### config.mk
export PLATFORM = sky130hd
export DESIGN_NAME = phy_reset_seq
export DESIGN_NICKNAME = d
export VERILOG_FILES = /design/src/rtl/phy_reset_seq_pkg.sv /design/src/rtl/phy_reset_seq_bit_sync.sv /design/src/rtl/phy_reset_seq.sv
export SDC_FILE = /design/constraint.sdc
export NUM_CORES = 1
export LEC_CHECK = 0
export ABC_CLOCK_PERIOD_IN_PS = 2150
export BUFFER_PORTS_ARGS = -buffer_cell sky130_fd_sc_hd__buf_2
export CAP_MARGIN = 20
export CELL_PAD_IN_SITES_DETAIL_PLACEMENT = 1
export CELL_PAD_IN_SITES_GLOBAL_PLACEMENT = 1
export CORE_AREA = 2 2 83 69
export DETAILED_ROUTE_END_ITERATION = 16
export DIE_AREA = 0 0 85 71
export PLACE_DENSITY_LB_ADDON = 0.1
export SLEW_MARGIN = 25
export SYNTH_ARGS = -nofsm -noshare
export SYNTH_HDL_FRONTEND = slang
export SYNTH_SLANG_ARGS = --single-unit
### constraint.sdc
create_clock -name clk -period 2.15 [get_ports clk]
set_clock_uncertainty 0.05 [all_clocks]
set_input_delay 0.3225 -clock clk [delete_from_list [all_inputs] [get_ports clk]]
set_output_delay 0.3225 -clock clk [all_outputs]
set_load 0.02 [all_outputs]
### src/rtl/phy_reset_seq_pkg.sv
// phy_reset_seq_pkg: shared eth state encoding and ms-to-cycle conversion
package phy_reset_seq_pkg;
  typedef enum logic [2:0] {
    ST_ASSERT    = 3'd0,
    ST_SETTLE    = 3'd1,
    ST_WAIT_LINK = 3'd2,
    ST_READY     = 3'd3,
    ST_FAULT     = 3'd4
  } phy_state_t;
  function automatic logic [31:0] ms_to_cyc(input int unsigned clk_fre, input int unsigned ms);
    return 32'(clk_fre * 32'd1000 * ms);
  endfunction
endpackage

### src/rtl/phy_reset_seq_bit_sync.sv
// bit_sync: 2-flop synchronizer with synchronous active-high clear
module bit_sync (
  input  logic clk,
  input  logic rst,
  input  logic d,
  output logic q
);
  logic meta;
  always_ff @(posedge clk) begin
    if (rst) begin
      meta <= 1'b0;
      q    <= 1'b0;
    end else begin
      meta <= d;
      q    <= meta;
    end
  end
endmodule

### src/rtl/phy_reset_seq.sv
// phy_reset_seq: PHY hardware-reset sequencer with link timeout and bounded retries
module phy_reset_seq
  import phy_reset_seq_pkg::*;
#(
  parameter int unsigned CLK_FRE   = 50,
  parameter int unsigned ASSERT_MS = 10,
  parameter int unsigned SETTLE_MS = 50,
  parameter int unsigned LINK_MS   = 3000,
  parameter int unsigned RETRY_MAX = 2
) (
  input  logic       clk,
  input  logic       rst,
  input  logic       req,
  input  logic       link_up,
  output logic       phy_rst_n,
  output logic       phy_ready,
  output logic       fault,
  output logic [1:0] retry_cnt,
  output logic [2:0] state_o
);
  localparam logic [31:0] A_LAST = ms_to_cyc(CLK_FRE, ASSERT_MS) - 32'd1;
  localparam logic [31:0] S_LAST = ms_to_cyc(CLK_FRE, SETTLE_MS) - 32'd1;
  localparam logic [31:0] L_LAST = ms_to_cyc(CLK_FRE, LINK_MS) - 32'd1;
  localparam logic [1:0]  RMAX   = 2'(RETRY_MAX);
  phy_state_t  state, state_nxt;
  logic [31:0] cnt, cnt_nxt;
  logic [1:0]  retry_nxt;
  logic        link_s;
  logic        counting;
  bit_sync u_link_sync (
    .clk(clk),
    .rst(rst),
    .d  (link_up),
    .q  (link_s)
  );
  always_comb begin
    state_nxt = state;
    retry_nxt = retry_cnt;
    if (req && state != ST_ASSERT) begin
      state_nxt = ST_ASSERT;
      retry_nxt = 2'd0;
    end else begin
      case (state)
        ST_ASSERT:    state_nxt = (cnt == A_LAST) ? ST_SETTLE : ST_ASSERT;
        ST_SETTLE:    state_nxt = (cnt == S_LAST) ? ST_WAIT_LINK : ST_SETTLE;
        ST_WAIT_LINK: begin
          if (link_s) begin
            state_nxt = ST_READY;
            retry_nxt = 2'd0;
          end else if (cnt == L_LAST) begin
            state_nxt = (retry_cnt < RMAX) ? ST_ASSERT : ST_FAULT;
            retry_nxt = (retry_cnt < RMAX) ? retry_cnt + 2'd1 : retry_cnt;
          end
        end
        ST_READY:     state_nxt = link_s ? ST_READY : ST_WAIT_LINK;
        ST_FAULT:     state_nxt = ST_FAULT;
        default:      state_nxt = ST_ASSERT;
      endcase
    end
  end
  // every transition restarts the counter; a req ignored in ASSERT keeps it running
  assign counting = (state == ST_ASSERT) || (state == ST_SETTLE) || (state == ST_WAIT_LINK);
  assign cnt_nxt  = (state_nxt != state) ? 32'd0 : counting ? cnt + 32'd1 : 32'd0;
  always_ff @(posedge clk) begin
    if (rst) begin
      state     <= ST_ASSERT;
      cnt       <= 32'd0;
      retry_cnt <= 2'd0;
      phy_rst_n <= 1'b0;
      phy_ready <= 1'b0;
      fault     <= 1'b0;
    end else begin
      state     <= state_nxt;
      cnt       <= cnt_nxt;
      retry_cnt <= retry_nxt;
      phy_rst_n <= state_nxt != ST_ASSERT;
      phy_ready <= state_nxt == ST_READY;
      fault     <= state_nxt == ST_FAULT;
    end
  end
  assign state_o = state;
endmodule
==> results of run 1 <==
-- through the flow --
step	setup TNS (ns)	worst slack (ns)	cells
after floorplan	0	0.02023	240
after global placement	0	0.009777	345
after detailed placement	-0.5705	-0.07146	345
after CTS	-0.007692	-0.007692	358
after global routing	-2.598	-0.1142	367
final	-2.075	-0.09855	367
-- metal layers --
layer  vias to the layer above  track usage (%)
met5                         -                0
met4                         0            5.467
met3                         6            3.617
met2                        33            32.55
met1                      1008            27.86
li1                        987                -
-- critical path, stage by stage (launching register included) --
cell,delay [ns]
dfxtp_4,0.37
or4b_4,0.53
nor4_4,0.32
buf_4,0.19
nor3b_2,0.04
o31a_1,0.27
or3_1,0.37
-- state kept, by name, indices dropped and copies added (netlist names) --
signal	flops
u_link_sync.q	1
fault	1
u_link_sync.meta	1
cnt	32
phy_ready	1
retry_cnt	2
state_o	3
phy_rst_n	1
-- logic make-up after synthesis --
family / count (synthesis) / share of synthesized area (%)
AND/OR/NAND/NOR: 137 / 39.30
flip-flops: 42 / 39.41
XOR/XNOR: 30 / 12.32
buffers and inverters: 16 / 3.167
AO/OA/AOI/OAI: 13 / 4.751
multiplexers: 1 / 0.4692
adder cells (fa/ha/maj): 1 / 0.5864
-- synthesized netlist by cell type, types with 4 or more instances --
master / n / share of area [%]
and3_1: 5 / 1.5
xnor2_1: 16 / 6.6
nor2b_1: 4 / 1.2
nand2_1: 13 / 2.3
nor2_1: 16 / 2.8
buf_2: 6 / 1.4
nor4_1: 4 / 1.2
nand4_1: 7 / 2.1
nor3_1: 40 / 9.4
dfxtp_1: 42 / 39
xor2_1: 14 / 5.7
clkbuf_1: 6 / 1.1
nand3_1: 16 / 3.8
-- area by class of cell --
cell class / instances / area share, %
clock inverter: 1 / 0.1623
timing repair buffer: 67 / 18.63
inverter: 3 / 0.3653
tap: 65 / 2.638
sequential: 42 / 27.88
clock buffer: 7 / 2.800
multi-input combinational: 182 / 47.52
-- what timing repair did --
item                                    4_1_cts  5_1_grt
setup buffers                                 5        4
cloned                                        0        5
pin swaps                                     6       17
endpoints found under the hold margin         0        0
resized for setup                             9       67
endpoints found under the setup margin       33       33
-- power by group --
group | switching (W) | internal (W) | total [W]
clock network | 0.000288 | 0.000260 | 0.000547
registers | 0.00000727 | 0.000783 | 0.000791
logic | 0.0000460 | 0.0000419 | 0.0000879
-- worst paths after layout --
| check | endpoint | slack (ns) | cells past startpoint |
|---|---|---|---|
| worst min register to register | u_link_sync.q | 0.41 | 1 |
| worst max register to register | phy_rst_n | -0.1 | 6 |
| worst min-delay path | u_link_sync.meta | 0.20 | 2 |
| worst max-delay path | phy_rst_n | -0.1 | 6 |
==> metrics.txt, run 1 <==
Clock Latency Late Sink=0.30 ns; vias in the first global route=2021; worst slew pin tran=0.4133 ns; Hold WS=0.1970 ns; initial core utilization=40.60%; Ant. Diodes=0; asr flop ratio synth=0%; Mapped Cells=240; number of synthesized flops with an enable pin=0; Synth Cell Area=2133 um2; failing checks=negative setup slack; Area Growth Syn to Fin=44.52%; largest net degree at the start of global routing=33; Slew Limit Fails=0; Mapped Nets=245; RSZ-0062 raised after global routing=yes; sequential fraction of the synthesis area=39.41%; initial antenna violation count=0; final core occ=58.67%; status=finished, violations left; Max Buffers Root-to-Sink=2; Routability Congestion=0.7694; Final WS setup=-0.09855 ns; power consumption=0.001426 W; min-delay src=link_up; FF-to-FF Start=cnt[12]; Clk pin slew, worst setup/hold paths=0.08 ns; Worst setup EP type=register; #FFs+latches synth=42; Initial DRC Count=138; YS warnings=0; first-pass GRT wire length=9.839 mm; PwrDens=462.4 nW/um2; maximum VDD drop=0.4630 mV; Remaining DRCs=0; Fin. Hold Viols=0; H-tree depth=2; Startpoint Class=register; Multi-input gate area=1465 um2; die area=6035 um2; Tcrit/Tclk final=104.6%; vias=2034; register area=859.6 um2; GRT Resource Usage Total=20.17%; M1 WL=3.318 mm; Avg Synthesized Cell Area=8.889 um2; DIE WIDTH=85 um; Crit path arrival time=2.39 ns; CTS Buf Count=5; Clock Tree Root=clkbuf_8; Crit. Startpoint=cnt[12]; final net count=306; WL met3=172 um; most common cell after layout, fill and taps aside=buf_4; placed cell area=2545 um2; GR Overflow Total=0; Buffers on Ports=11; layout cells sized above 1=44.37%; DR WL/cell=18.05 um; commonest non-fill, non-tap cells in the layout=buf_4 (45), dfxtp_1 (31), nor3_2 (18); Routed Antenna Nets=0; Initial DRT Pass Iterations=4; Site Rows=24; Primary FF master, synth=dfxtp_1; Max Clk Rate=444.7 MHz; CTS Hold Buffers Added=0; Leakage=1.162 nW; Max-Cap Viols=0; Final min period=2.249 ns; fin area=3083 um2; post-synthesis cell type count=49; core box area=5255 um2; final wirelength=6.623 mm; Highest Signal Layer=met4; Max Fanout on Critical Path=4; Filler cells=596; Worst Path Required=2.29 ns; Die Y=71 um; metal2 WL=3.068 mm; HP Class=input port to register; TritonCTS clock tree=done; Final Setup Violations=33; Relative slew margins=72.24%; # IOs=12; vias per inst=5.542; CTS Sinks=42; crit path kind=register to register; HPWL Detailed=4.111 mm
(Power assumes the default switching activity.)
==> inputs of run 2 (changes only) <==
--- a/config.mk
+++ b/config.mk
@@ -10,9 +10,9 @@
 export CAP_MARGIN = 20
 export CELL_PAD_IN_SITES_DETAIL_PLACEMENT = 1
 export CELL_PAD_IN_SITES_GLOBAL_PLACEMENT = 1
-export CORE_AREA = 2 2 83 69
+export CORE_AREA = 2 2 85 71
 export DETAILED_ROUTE_END_ITERATION = 16
-export DIE_AREA = 0 0 85 71
+export DIE_AREA = 0 0 87 73
 export PLACE_DENSITY_LB_ADDON = 0.1
 export SLEW_MARGIN = 25
 export SYNTH_ARGS = -nofsm -noshare
==> metrics.txt, run 2 (same netlist as run 1, synthesis figures left out) <==
status=finished, violations left (unchanged); failing checks=negative setup slack (unchanged); pre-CTS WS=-0.02707 ns (was -0.07146 ns); Crit path largest cell delay=0.67 ns (was 0.53 ns); Startpoint Class=register (unchanged); vias per inst=5.379 (was 5.542); Final min period=2.174 ns (was 2.249 ns); Worst setup EP type=register (unchanged); Final Setup Violations=26 (was 33); die area=6351 um2 (was 6035 um2); HP Class=input port to register (unchanged); min-delay src=link_up (unchanged); largest net degree at the start of global routing=33 (unchanged); Buffers on Ports=11 (unchanged); CTS Hold Buffers Added=0 (unchanged); first-pass GRT wire length=9.584 mm (was 9.839 mm); FF-to-FF Start=cnt[12] (unchanged); Slew Limit Fails=0 (unchanged); CTS Sinks=42 (unchanged); Crit path arrival time=2.30 ns (was 2.39 ns); Buf+Inv Stages, Crit Path=3 (was 1); commonest non-fill, non-tap cells in the layout=buf_4 (41), nor3_1 (37), dfxtp_1 (37) (was buf_4 (45), dfxtp_1 (31), nor3_2 (18)); Largest register FFs=32 (unchanged); Fin. Hold Viols=0 (unchanged); vias in the first global route=1953 (was 2021); Hold WS=0.2045 ns (was 0.1970 ns); Routability Congestion=0.7759 (was 0.7694); Routed Antenna Nets=0 (unchanged); Area Growth Syn to Fin=28.62% (was 44.52%); maximum VDD drop=0.2854 mV (was 0.4630 mV); PwrDens=485.8 nW/um2 (was 462.4 nW/um2); Max Clk Rate=460.1 MHz (was 444.7 MHz); DIE WIDTH=87 um (was 85 um); Max Buffers Root-to-Sink=2 (unchanged); final wirelength=5.684 mm (was 6.623 mm); Hold Path Sink=u_link_sync.meta (unchanged); worst slew pin tran=0.5107 ns (was 0.4133 ns); initial antenna violation count=0 (unchanged); most used cell, CP=buf_6; Leakage=1.024 nW (was 1.162 nW); Largest Register=cnt (unchanged); RSZ-0062 raised after global routing=yes (unchanged); CTS Buf Count=5 (unchanged); Worst R2R Path Depth=8 (was 6); r2r endpoint=cnt[7] (was phy_rst_n); Remaining DRCs=0 (unchanged); Site Rows=25 (was 24); crit path kind=register to register (unchanged); Tcrit/Tclk final=101.1% (was 104.6%); worst-path cell chain=or4b_2 > nor4_2 > buf_4 > o31ai_1 > nand4_1 > buf_6 > buf_6 > nor3_1 (was or4b_4 > nor4_4 > buf_4 > nor3b_2 > o31a_1 > or3_1); layout cells sized above 1=31.51% (was 44.37%); Final WS setup=-0.02366 ns (was -0.09855 ns); GR Overflow Total=0 (unchanged); GRT Resource Usage Total=19.14% (was 20.17%); Filler cells=685 (was 596); # IOs=12 (unchanged); Initial DRC Count=67 (was 138); Max Fanout on Critical Path=8 (was 4); H-tree depth=2 (unchanged); final net count=297 (was 306); Relative slew margins=65.69% (was 72.24%); Ant. Diodes=0 (unchanged); Clock Tree Root=clkbuf_8 (unchanged); Worst Path Required=2.27 ns (was 2.29 ns); CP max stage cell=or4b_2 (was or4b_4); Initial DRT Pass Iterations=4 (unchanged); core box area=5599 um2 (was 5255 um2); HPWL Detailed=4.022 mm (was 4.111 mm); initial core utilization=38.10% (was 40.60%); Die Y=73 um (was 71 um); vias=1931 (was 2034); Reg2Reg Setup Slack=-0.02 ns (was -0.1 ns); Clock Latency Late Sink=0.29 ns (was 0.30 ns); Clk pin slew, worst setup/hold paths=0.08 ns (about the same); Max-Cap Viols=0 (unchanged); DR WL/cell=15.83 um (was 18.05 um); hold path cells=2 (unchanged); cell family with most CP delay=simple AND/OR/NAND/NOR gates (unchanged); TritonCTS clock tree=done (unchanged); most common cell after layout, fill and taps aside=buf_4 (unchanged)
run 2: repair_timing:
action | 4_1_cts | 5_1_grt
setup buffers | 2 | 1
gates cloned | 0 | 2
resized for setup | 7 | 18
pin swaps | 8 | 3
setup endpoints to repair | 33 | 35
run 2: routing by layer:
layer	GRT usage [%]	share of wire, %	vias to the layer above
li1	-	-	966
met1	27.04	50	937
met2	30.03	47	23
met3	3.394	2.8	5
met4	5.208	0.86	0
met5	0	0	-
run 2: cell type report:
| cell class | instances | area (um2) | area share [%] |
|---|---|---|---|
| repair buffers | 58 | 446.7 | 16.28 |
| flip-flops and latches | 42 | 849.6 | 30.96 |
| multi-input cells | 182 | 1276 | 46.51 |
| inverters | 3 | 11.26 | 0.4104 |
| clock buffers | 7 | 76.32 | 2.782 |
| well taps | 67 | 83.83 | 3.055 |
run 2: worst max path at each step:
stage / from / end / slack [ns] / depth (start not counted)
after CTS: cnt[30] / phy_rst_n / -0.005 / 6
after global routing: cnt[4] / cnt[23] / -0.09 / 8
after global placement: cnt[1] / cnt[25] / -0.0006 / 10
after floorplan: cnt[0] / phy_rst_n / 0.02 / 8
final: cnt[12] / cnt[7] / -0.02 / 8
after detailed placement: cnt[1] / cnt[25] / -0.03 / 10
run 2: where the power goes:
| part | total [W] | leakage (nW) | internal, W | switching (W) |
|---|---|---|---|---|
| logic | 0.0000608 | 0.644 | 0.0000283 | 0.0000325 |
| registers | 0.000792 | 0.342 | 0.000785 | 0.00000711 |
| clock network | 0.000480 | 0.0383 | 0.000224 | 0.000256 |
run 2: metrics by stage:
step / total power [W] / std cells / util (%) / TNS (ns) / instance area (um2)
after floorplan: 0.0008365 / 240 / - / 0 / 2140
after global placement: 0.0008573 / 347 / 45.50 / -0.0006148 / 2547
after detailed placement: 0.0008589 / 347 / 45.50 / -0.4333 / 2547
after CTS: 0.001347 / 356 / 47.55 / -0.005399 / 2663
after global routing: 0.001395 / 359 / 49.01 / -2.548 / 2744
final: 0.001333 / 359 / 49.01 / -0.3246 / 2744
==> inputs of run 3 (changes only) <==
--- a/config.mk
+++ b/config.mk
@@ -5,12 +5,13 @@
 export SDC_FILE = /design/constraint.sdc
 export NUM_CORES = 1
 export LEC_CHECK = 0
-export ABC_CLOCK_PERIOD_IN_PS = 2150
+export ABC_CLOCK_PERIOD_IN_PS = 2400
 export BUFFER_PORTS_ARGS = -buffer_cell sky130_fd_sc_hd__buf_2
 export CAP_MARGIN = 20
 export CELL_PAD_IN_SITES_DETAIL_PLACEMENT = 1
 export CELL_PAD_IN_SITES_GLOBAL_PLACEMENT = 1
 export CORE_AREA = 2 2 85 71
+export CTS_BUF_LIST = sky130_fd_sc_hd__clkbuf_8
 export DETAILED_ROUTE_END_ITERATION = 16
 export DIE_AREA = 0 0 87 73
 export PLACE_DENSITY_LB_ADDON = 0.1
==> constraint.sdc (replaced) <==
create_clock -name clk -period 2.4 [get_ports clk]
set_clock_uncertainty 0.05 [all_clocks]
set_input_delay 0.36 -clock clk [delete_from_list [all_inputs] [get_ports clk]]
set_output_delay 0.36 -clock clk [all_outputs]
set_load 0.02 [all_outputs]
==> metrics.txt, run 3 (same netlist as run 1, synthesis figures left out) <==
status=finished clean (was finished, violations left); TNS Setup=0 ns (was -0.3246 ns); Largest register FFs=32 (unchanged); CP max stage cell=or4_4 (was or4b_2); final wirelength=4.949 mm (was 5.684 mm); Buf+Inv Stages, Crit Path=0 (was 3); Buffers on Ports=11 (unchanged); Final min period=2.281 ns (was 2.174 ns); CTS Hold Buffers Added=0 (unchanged); Clock Latency Late Sink=0.29 ns (about the same); vias=1771 (was 1931); final core occ=44.31% (was 49.01%); # IOs=12 (unchanged); most common cell after layout, fill and taps aside=dfxtp_1 (was buf_4); worst slew pin tran=0.4353 ns (was 0.5107 ns); Worst setup EP type=register (unchanged); Remaining DRCs=0 (unchanged); placed cell area=2364 um2 (was 2547 um2); HP Class=input port to register (unchanged); vias per inst=5.350 (was 5.379); DR WL/cell=14.95 um (was 15.83 um); Initial DRT Pass Iterations=4 (unchanged); power consumption=0.001303 W (was 0.001333 W); PwrDens=525.0 nW/um2 (was 485.8 nW/um2); Net Sw Frac=21.40% (was 22.21%); GR Overflow Total=0 (unchanged); Slew Limit Fails=0 (unchanged); HPWL Detailed=3.590 mm (was 4.022 mm); Site Rows=25 (unchanged); Clock Tree Root=clkbuf_8 (unchanged); Worst R2R Path Depth=7 (was 8); Hold WS=0.2411 ns (was 0.2045 ns); Ant. Diodes=0 (unchanged); Filler cells=672 (was 685); core box area=5599 um2 (unchanged); Fin. Hold Viols=0 (unchanged); CTS Buf Count=5 (unchanged); CTS Sinks=42 (unchanged); H-tree depth=2 (unchanged); Crit path largest cell delay=0.50 ns (was 0.67 ns); Post-CTS Setup Bufs=0 (was 2); commonest non-fill, non-tap cells in the layout=dfxtp_1 (41), nor3_1 (40), buf_4 (17) (was buf_4 (41), nor3_1 (37), dfxtp_1 (37)); Initial DRC Count=60 (was 67); layout cells sized above 1=20.45% (was 31.51%); largest net degree at the start of global routing=33 (unchanged); final net count=268 (was 297); FF-to-FF Start=cnt[0] (was cnt[12]); first-pass GRT wire length=8.480 mm (was 9.584 mm); Leakage=0.8776 nW (was 1.024 nW); r2r endpoint=phy_rst_n (was cnt[7]); Relative slew margins=70.76% (was 65.69%); Tcrit/Tclk final=95.05% (was 101.1%); Reg2Reg Setup Slack=0.12 ns (was -0.02 ns); min-delay src=link_up (unchanged); crit path kind=register to register (unchanged); fin area=2481 um2 (was 2744 um2); Max Clk Rate=438.4 MHz (was 460.1 MHz); Max Buffers Root-to-Sink=2 (unchanged); vias in the first global route=1745 (was 1953); Largest Register=cnt (unchanged); Hold Path Sink=u_link_sync.meta (unchanged); maximum VDD drop=0.2969 mV (was 0.2854 mV); Max-Cap Viols=0 (unchanged); Max Fanout on Critical Path=5 (was 8); worst-path cell chain=ha_1 > and3_2 > nand2_2 > or3_4 > or4_4 > a211oi_2 > or3_1 (was or4b_2 > nor4_2 > buf_4 > o31ai_1 > nand4_1 > buf_6 > buf_6 > nor3_1); Area Growth Syn to Fin=16.31% (was 28.62%); Cell Int Power=0.001024 W (was 0.001037 W); GRT Resource Usage Total=16.97% (was 19.14%); Final Setup Violations=0 (was 26); Psw=0.0002787 W (was 0.0002960 W); sequential power share=54.5% (was 59.4%); Worst Path Required=2.59 ns (was 2.27 ns); TritonCTS clock tree=done (unchanged); die area=6351 um2 (unchanged); Die Y=73 um (unchanged); Clk pwr share=42.7% (was 36.0%); initial antenna violation count=0 (unchanged); Startpoint Class=register (unchanged); Crit path arrival time=2.47 ns (was 2.30 ns); cell family with most CP delay=simple AND/OR/NAND/NOR gates (unchanged); RSZ-0062 raised after global routing=no (was yes); hold path cells=2 (unchanged); initial core utilization=38.10% (unchanged); DIE WIDTH=87 um (unchanged); Routed Antenna Nets=0 (unchanged); Clk pin slew, worst setup/hold paths=0.08 ns (about the same); Logic pwr share=2.8% (was 4.6%); Routability Congestion=0.7636 (was 0.7759)
-- run 3: power groups by stage --
stage                     clock network (W)  logic (W)  registers [W]
after floorplan                           0  0.0000223       0.000726
after global placement                    0  0.0000368       0.000726
after detailed placement                  0  0.0000371       0.000727
after CTS                          0.000581  0.0000372       0.000710
after global routing               0.000608  0.0000418       0.000712
final                              0.000556  0.0000364       0.000710
-- run 3: timing repair --
| item | in CTS | in global routing |
|---|---|---|
| gates resized for setup | 0 | 3 |
| hold endpoints to repair | 0 | 0 |
| setup endpoints to repair | 0 | 33 |
-- run 3: cell type report --
class / instances / area (um2) / share of cell area (%)
clock buffers: 5 / 68.82 / 2.774
well taps: 67 / 83.83 / 3.379
clock inverters: 3 / 40.04 / 1.614
repair buffers: 29 / 202.7 / 8.169
inverters: 3 / 11.26 / 0.4539
flip-flops and latches: 42 / 842.1 / 33.94
multi-input cells: 182 / 1232 / 49.67
-- run 3: stage by stage --
stage,setup WS (ns),cells
floorplan,0.1886,240
finish,0.1189,331
global route,0.01197,331
detailed placement,0.03257,323
global placement,0.06469,323
CTS,0.004198,331
-- run 3: how the worst max path moves through the flow --
| stage | cells past startpoint | slack (ns) | to | startpoint |
|---|---|---|---|---|
| 2_1_floorplan | 8 | 0.19 | phy_rst_n | cnt[0] |
| 3_3_place_gp | 7 | 0.06 | phy_rst_n | cnt[0] |
| 3_5_place_dp | 7 | 0.03 | phy_rst_n | cnt[0] |
| 4_1_cts | 7 | 0.004 | phy_rst_n | cnt[0] |
| 5_1_grt | 7 | 0.01 | phy_rst_n | cnt[1] |
| 6_report | 7 | 0.12 | phy_rst_n | cnt[0] |
-- run 3: per-layer routing --
metal	up-vias	global-route usage (%)	wire length, um
met3	5	3.394	90
met4	0	5.208	44
met5	-	0	0
met1	842	24.38	2671
met2	12	25.53	2142
li1	912	-	-
